$ cat src/rtl/sr_pkg.sv
// Shared types for the SR bank loader: FSM states and per-bit excitation actions.
package sr_pkg;

    typedef enum logic [1:0] {
        IDLE  = 2'b00,
        DRIVE = 2'b01,
        CHECK = 2'b10,
        DONE  = 2'b11
    } state_e;

    // Action encoding is {S,R}; ILLEGAL exists only so checkers can name it.
    typedef enum logic [1:0] {
        HOLD    = 2'b00,
        CLR     = 2'b01,
        SET     = 2'b10,
        ILLEGAL = 2'b11
    } act_e;

    function automatic act_e excite_bit(input logic tgt, input logic q);
        if (tgt && !q) begin
            return SET;
        end else if (!tgt && q) begin
            return CLR;
        end
        return HOLD;
    endfunction

endpackage

$ cat src/rtl/sr_excite.sv
// Word-wide SR excitation: per bit, set / clear / hold to move q towards tgt.
// Only SET or CLR is ever produced per bit, so s_o & r_o is always zero.
module sr_excite
    import sr_pkg::*;
#(
    parameter int WIDTH = 8
) (
    input  logic [WIDTH-1:0] tgt_i,
    input  logic [WIDTH-1:0] q_i,
    output logic [WIDTH-1:0] s_o,
    output logic [WIDTH-1:0] r_o
);

    always_comb begin
        s_o = '0;
        r_o = '0;
        for (int i = 0; i < WIDTH; i++) begin
            s_o[i] = (excite_bit(tgt_i[i], q_i[i]) == SET);
            r_o[i] = (excite_bit(tgt_i[i], q_i[i]) == CLR);
        end
    end

endmodule

$ cat src/rtl/sr_bank_loader.sv
// Loads a target word into an SR flip-flop bank, verifies via q feedback, retries on mismatch.
//   state | meaning
//   IDLE  | ready for a target, S=R=0
//   DRIVE | registered S/R pulse applied for one cycle
//   CHECK | S=R=0, compare bank against target
//   DONE  | one-cycle completion with err/tries
module sr_bank_loader
    import sr_pkg::*;
#(
    parameter int WIDTH   = 8,
    parameter int RETRIES = 2
) (
    input  logic                            clk,
    input  logic                            rst,
    input  logic                            tgt_valid,
    input  logic [WIDTH-1:0]                tgt_data,
    output logic                            tgt_ready,
    input  logic [WIDTH-1:0]                q_fb,
    output logic [WIDTH-1:0]                S,
    output logic [WIDTH-1:0]                R,
    output logic                            busy,
    output logic                            done_valid,
    output logic                            err,
    output logic [$clog2(RETRIES+2)-1:0]    tries
);

    localparam int TW = $clog2(RETRIES + 2);
    localparam logic [TW-1:0] MAX_RETRY = TW'(RETRIES);

    state_e           state_q, state_d;
    logic [WIDTH-1:0] tgt_q, tgt_d;
    logic [WIDTH-1:0] s_q, s_d;
    logic [WIDTH-1:0] r_q, r_d;
    logic [TW-1:0]    att_q, att_d;
    logic             err_q, err_d;

    logic [WIDTH-1:0] exc_tgt;
    logic [WIDTH-1:0] exc_s;
    logic [WIDTH-1:0] exc_r;

    // On acceptance tgt_q is not yet loaded, so excite from the incoming word.
    assign exc_tgt = (state_q == IDLE) ? tgt_data : tgt_q;

    sr_excite #(.WIDTH(WIDTH)) u_excite (
        .tgt_i (exc_tgt),
        .q_i   (q_fb),
        .s_o   (exc_s),
        .r_o   (exc_r)
    );

    always_comb begin
        state_d = state_q;
        tgt_d   = tgt_q;
        s_d     = '0;
        r_d     = '0;
        att_d   = att_q;
        err_d   = err_q;
        case (state_q)
            IDLE: begin
                if (tgt_valid) begin
                    tgt_d   = tgt_data;
                    att_d   = '0;
                    err_d   = 1'b0;
                    s_d     = exc_s;
                    r_d     = exc_r;
                    state_d = DRIVE;
                end
            end
            DRIVE: begin
                att_d   = att_q + 1'b1;
                state_d = CHECK;
            end
            CHECK: begin
                if (q_fb == tgt_q) begin
                    err_d   = 1'b0;
                    state_d = DONE;
                end else if (att_q <= MAX_RETRY) begin
                    // att_q counts attempts, so retries used is att_q-1
                    s_d     = exc_s;
                    r_d     = exc_r;
                    state_d = DRIVE;
                end else begin
                    err_d   = 1'b1;
                    state_d = DONE;
                end
            end
            DONE: begin
                state_d = IDLE;
            end
            default: begin
                state_d = IDLE;
            end
        endcase
    end

    always_ff @(posedge clk) begin
        if (rst) begin
            state_q <= IDLE;
            tgt_q   <= '0;
            s_q     <= '0;
            r_q     <= '0;
            att_q   <= '0;
            err_q   <= 1'b0;
        end else begin
            state_q <= state_d;
            tgt_q   <= tgt_d;
            s_q     <= s_d;
            r_q     <= r_d;
            att_q   <= att_d;
            err_q   <= err_d;
        end
    end

    assign S          = s_q;
    assign R          = r_q;
    assign tgt_ready  = (state_q == IDLE);
    assign busy       = (state_q != IDLE);
    assign done_valid = (state_q == DONE);
    assign err        = err_q;
    assign tries      = att_q;

endmodule

$ cat config.mk
export PLATFORM = sky130hd
export DESIGN_NAME = sr_bank_loader
export DESIGN_NICKNAME = d
export VERILOG_FILES = /design/src/rtl/sr_pkg.sv /design/src/rtl/sr_excite.sv /design/src/rtl/sr_bank_loader.sv
export SDC_FILE = /design/constraint.sdc
export NUM_CORES = 1
export LEC_CHECK = 0
export BUFFER_PORTS_ARGS = -buffer_cell sky130_fd_sc_hd__buf_2
export CAP_MARGIN = 10
export CORE_UTILIZATION = 50
export DETAILED_ROUTE_END_ITERATION = 8
export PLACE_DENSITY = 0.76
export SYNTH_ARGS = -nofsm -noshare
export SYNTH_HDL_FRONTEND = slang
export SYNTH_HIERARCHICAL = 1
export SYNTH_SLANG_ARGS = --single-unit
$ cat constraint.sdc
create_clock -name clk -period 2.35 [get_ports clk]
set_clock_uncertainty 0.15 [all_clocks]
set_input_delay 0.705 -clock clk [delete_from_list [all_inputs] [get_ports clk]]
set_output_delay 0.705 -clock clk [all_outputs]
set_load 0.01 [all_outputs]
==> reports/qor.yml <==
critical_path:
  crit_chain: "nor2_1 > buf_4 > inv_1 > buf_2"
  critical_path.max_stage_delay_ns: 0.47
  arrival_ns: 1.22
  crit_fanout: 12
  crit_path_top_delay_cell: "dfxtp_1"
  start_kind: "flip-flop"
  crit_buf_inv: 3
  r2r_slack_ns: 0.64
  setup.worst_path.class: "flip-flop to output pin"
  endpoint_kind: "output pin"
  cp.required_ns: 1.49
  path_delay_family: "flip-flops"
yosys:
  yosysMostFrequentCell: "nand2_1"
  syn_inst: 165
  synth-seq-cells: 29
  syn-cell-area_um2: 1450
  avgSynthCellArea_um2: 8.77
  synth-seq-area-share: 0.401
  synth_top_cell_area_share: 0.401
  synthTopCellsByArea: "dfxtp_1 (40%), and2b_2 (10%), nand2_1 (8.8%)"
  synth-edff-count: 0
  synth_nets: 185
  synth.distinct_cells: 31
  synth_ff_type: "dfxtp_1"
  yosys-top-cells-count: "nand2_1 (34), dfxtp_1 (29), and2b_2 (17)"
  yosys_warnings: 6
  yosys.area.top_type: "dfxtp_1"
  ys_async_sr_fraction: 0
die:
  ios: 41
  core-area_um2: 2760
  rows: 19
  die_h_um: 55.8
  initial_utilization: 0.525
  fp.dieArea_um2: 3110
  die_w_um: 55.8
power:
  power_frac_seq: 0.537
  internal-power_uw: 728
  swShare: 0.252
  ir_worst_vdd_mv: 0.506
  power_switching_uw: 245
  power.leakage_uw: 0.000744
  finalPower_uw: 973
  clock_power_share: 0.300
  power.density_nw_per_um2: 573
  comb_power_share: 0.163
layout:
  finalInstanceArea_um2: 1700
  fin_nets: 227
  finalNonFillerCells: 238
  drive_gt1_frac: 0.386
  final_core_util: 0.616
  areaGrowthSynthToFinish_pct: 17.4
  antenna_cells: 0
timing:
  worst_pin_slew_ns: 0.636
  hold_viol: 0
  period_share: 0.885
  setup_tns_ns: 0
  grt_setup_unrepaired: "no"
  setup_viol: 0
  min_period_ns: 2.08
  slew_headroom: 0.576
  slew_violations: 0
  fmax_mhz: 481
place:
  dpl.cell_count: 231
  hpwl_um: 2190
  place.gp.congestion: 0.818
  io_buffers: 40
  dpl_cell_area_um2: 1640
cts:
  cts.path.max_buffers: 2
  cts_buffers: 5
  htreeDepth: 2
  post_cts_resized: 0
  clk_latency_ns: 0.33
  path_clk_slew_ns: 0.09
  cts_setup_buffers: 0
  holdBufCountCts: 0
  cts_tree: "yes"
  clock_sinks: 29
  cts_root_buf: "clkbuf_4"
routing:
  drc: 0
  dr.pass1.iters: 4
  via_count: 1236
  wirelength_um: 2760
  routedWlPerCell_um: 11.6
  vias_per_cell: 5.19
  first_iter_violations: 16
  ant_nets: 0
global_route:
  grt_usage: 0.197
  grt_antenna_before_repair: 0
  grt_max_degree: 25
  grt_pass1_wl_um: 4860
  grt_pass1_vias: 1137
  grt_overflow: 0
status:
  status: "finished clean"
job:
  max_cap_viol_count: 0
min_path:
  hp-class: "flip-flop to flip-flop"
sequential cells by signal, summed over array words and instances, names as in the netlist:
register  flops
tries         2
R             8
tgt_q         8
S             8
err           1
state_q       2
logic make-up (layout without fill, tap and decap cells):
| family | after synthesis | after routing | synth area share |
|---|---|---|---|
| simple gates | 78 | 78 | 0.304 |
| xor+xnor | 8 | 8 | 0.0484 |
| flops | 29 | 29 | 0.401 |
| mux | 8 | 8 | 0.0623 |
| buf+inv | 9 | 51 | 0.0476 |
| compound gates | 32 | 32 | 0.128 |
| fa+ha+maj | 1 | 1 | 0.00865 |
tightest hold or removal path, delay by kind of cell, from the launching register on:
kind / cells / cell delay, ns
simple gates: 1 / 0.06
compound gates: 1 / 0.05
flops: 1 / 0.33
through the flow:
| stage | setup slack, ns | hold slack (ns) |
|---|---|---|
| finish | 0.271 | 0.338 |
| global route | 0.171 | 0.367 |
| CTS | 0.269 | 0.340 |
| detailed placement | 0.425 | 0.329 |
| global placement | 0.449 | 0.320 |
| floorplan | 0.558 | 0.309 |
cell type report:
class | count | area [µm²]
fill | 251 | 1060
inverter | 1 | 3.75
multi-input combinational | 127 | 797
clock buffer | 7 | 55.1
sequential | 29 | 581
tap | 31 | 38.8
timing repair buffer | 43 | 223
path summary, 6_finish.rpt:
kind,start,end,depth (start not counted)
worst max register to register,state_q[0]$_SDFFE_PP0P_,R[0]$_SDFF_PP0_,6
worst min register to register,tgt_q[6]$_SDFFE_PP0P_,tgt_q[6]$_SDFFE_PP0P_,2
worst min-delay path,tgt_q[6]$_SDFFE_PP0P_,tgt_q[6]$_SDFFE_PP0P_,2
worst max-delay path,state_q[0]$_SDFFE_PP0P_,busy,4
metal layers:
layer | track usage | share of wire
met5 | 0 | 0
met4 | 0.0750 | 0.014
met3 | 0.0512 | 0.040
met2 | 0.336 | 0.48
met1 | 0.239 | 0.46
power groups by stage:
stage,sequential [µW],clock [µW],combinational (µW)
CTS,522,300,159
global placement,533,0,153
floorplan,537,0,108
finish,522,292,159
global route,525,322,176
detailed placement,534,0,157
placed cells by master (no fill, tap or decap), drive strengths merged:
| master | n |
|---|---|
| a22oi | 2 |
| clkbuf | 7 |
| nand3 | 16 |
| xnor2 | 8 |
| dfxtp | 29 |
| nand2b | 1 |
| nand2 | 34 |
| o21ai | 16 |
| and2 | 2 |
| nor2 | 4 |
| nand4 | 2 |
| ha | 1 |
| o21ba | 1 |
| a21oi | 9 |
| nor2b | 1 |
| buf | 43 |
| mux2 | 8 |
| and2b | 17 |
| inv | 1 |
| nor3b | 1 |
| o21a | 1 |
| a211oi | 1 |
| o21bai | 1 |
| o31a | 1 |
Note: power is estimated with default switching activity, not from simulation.
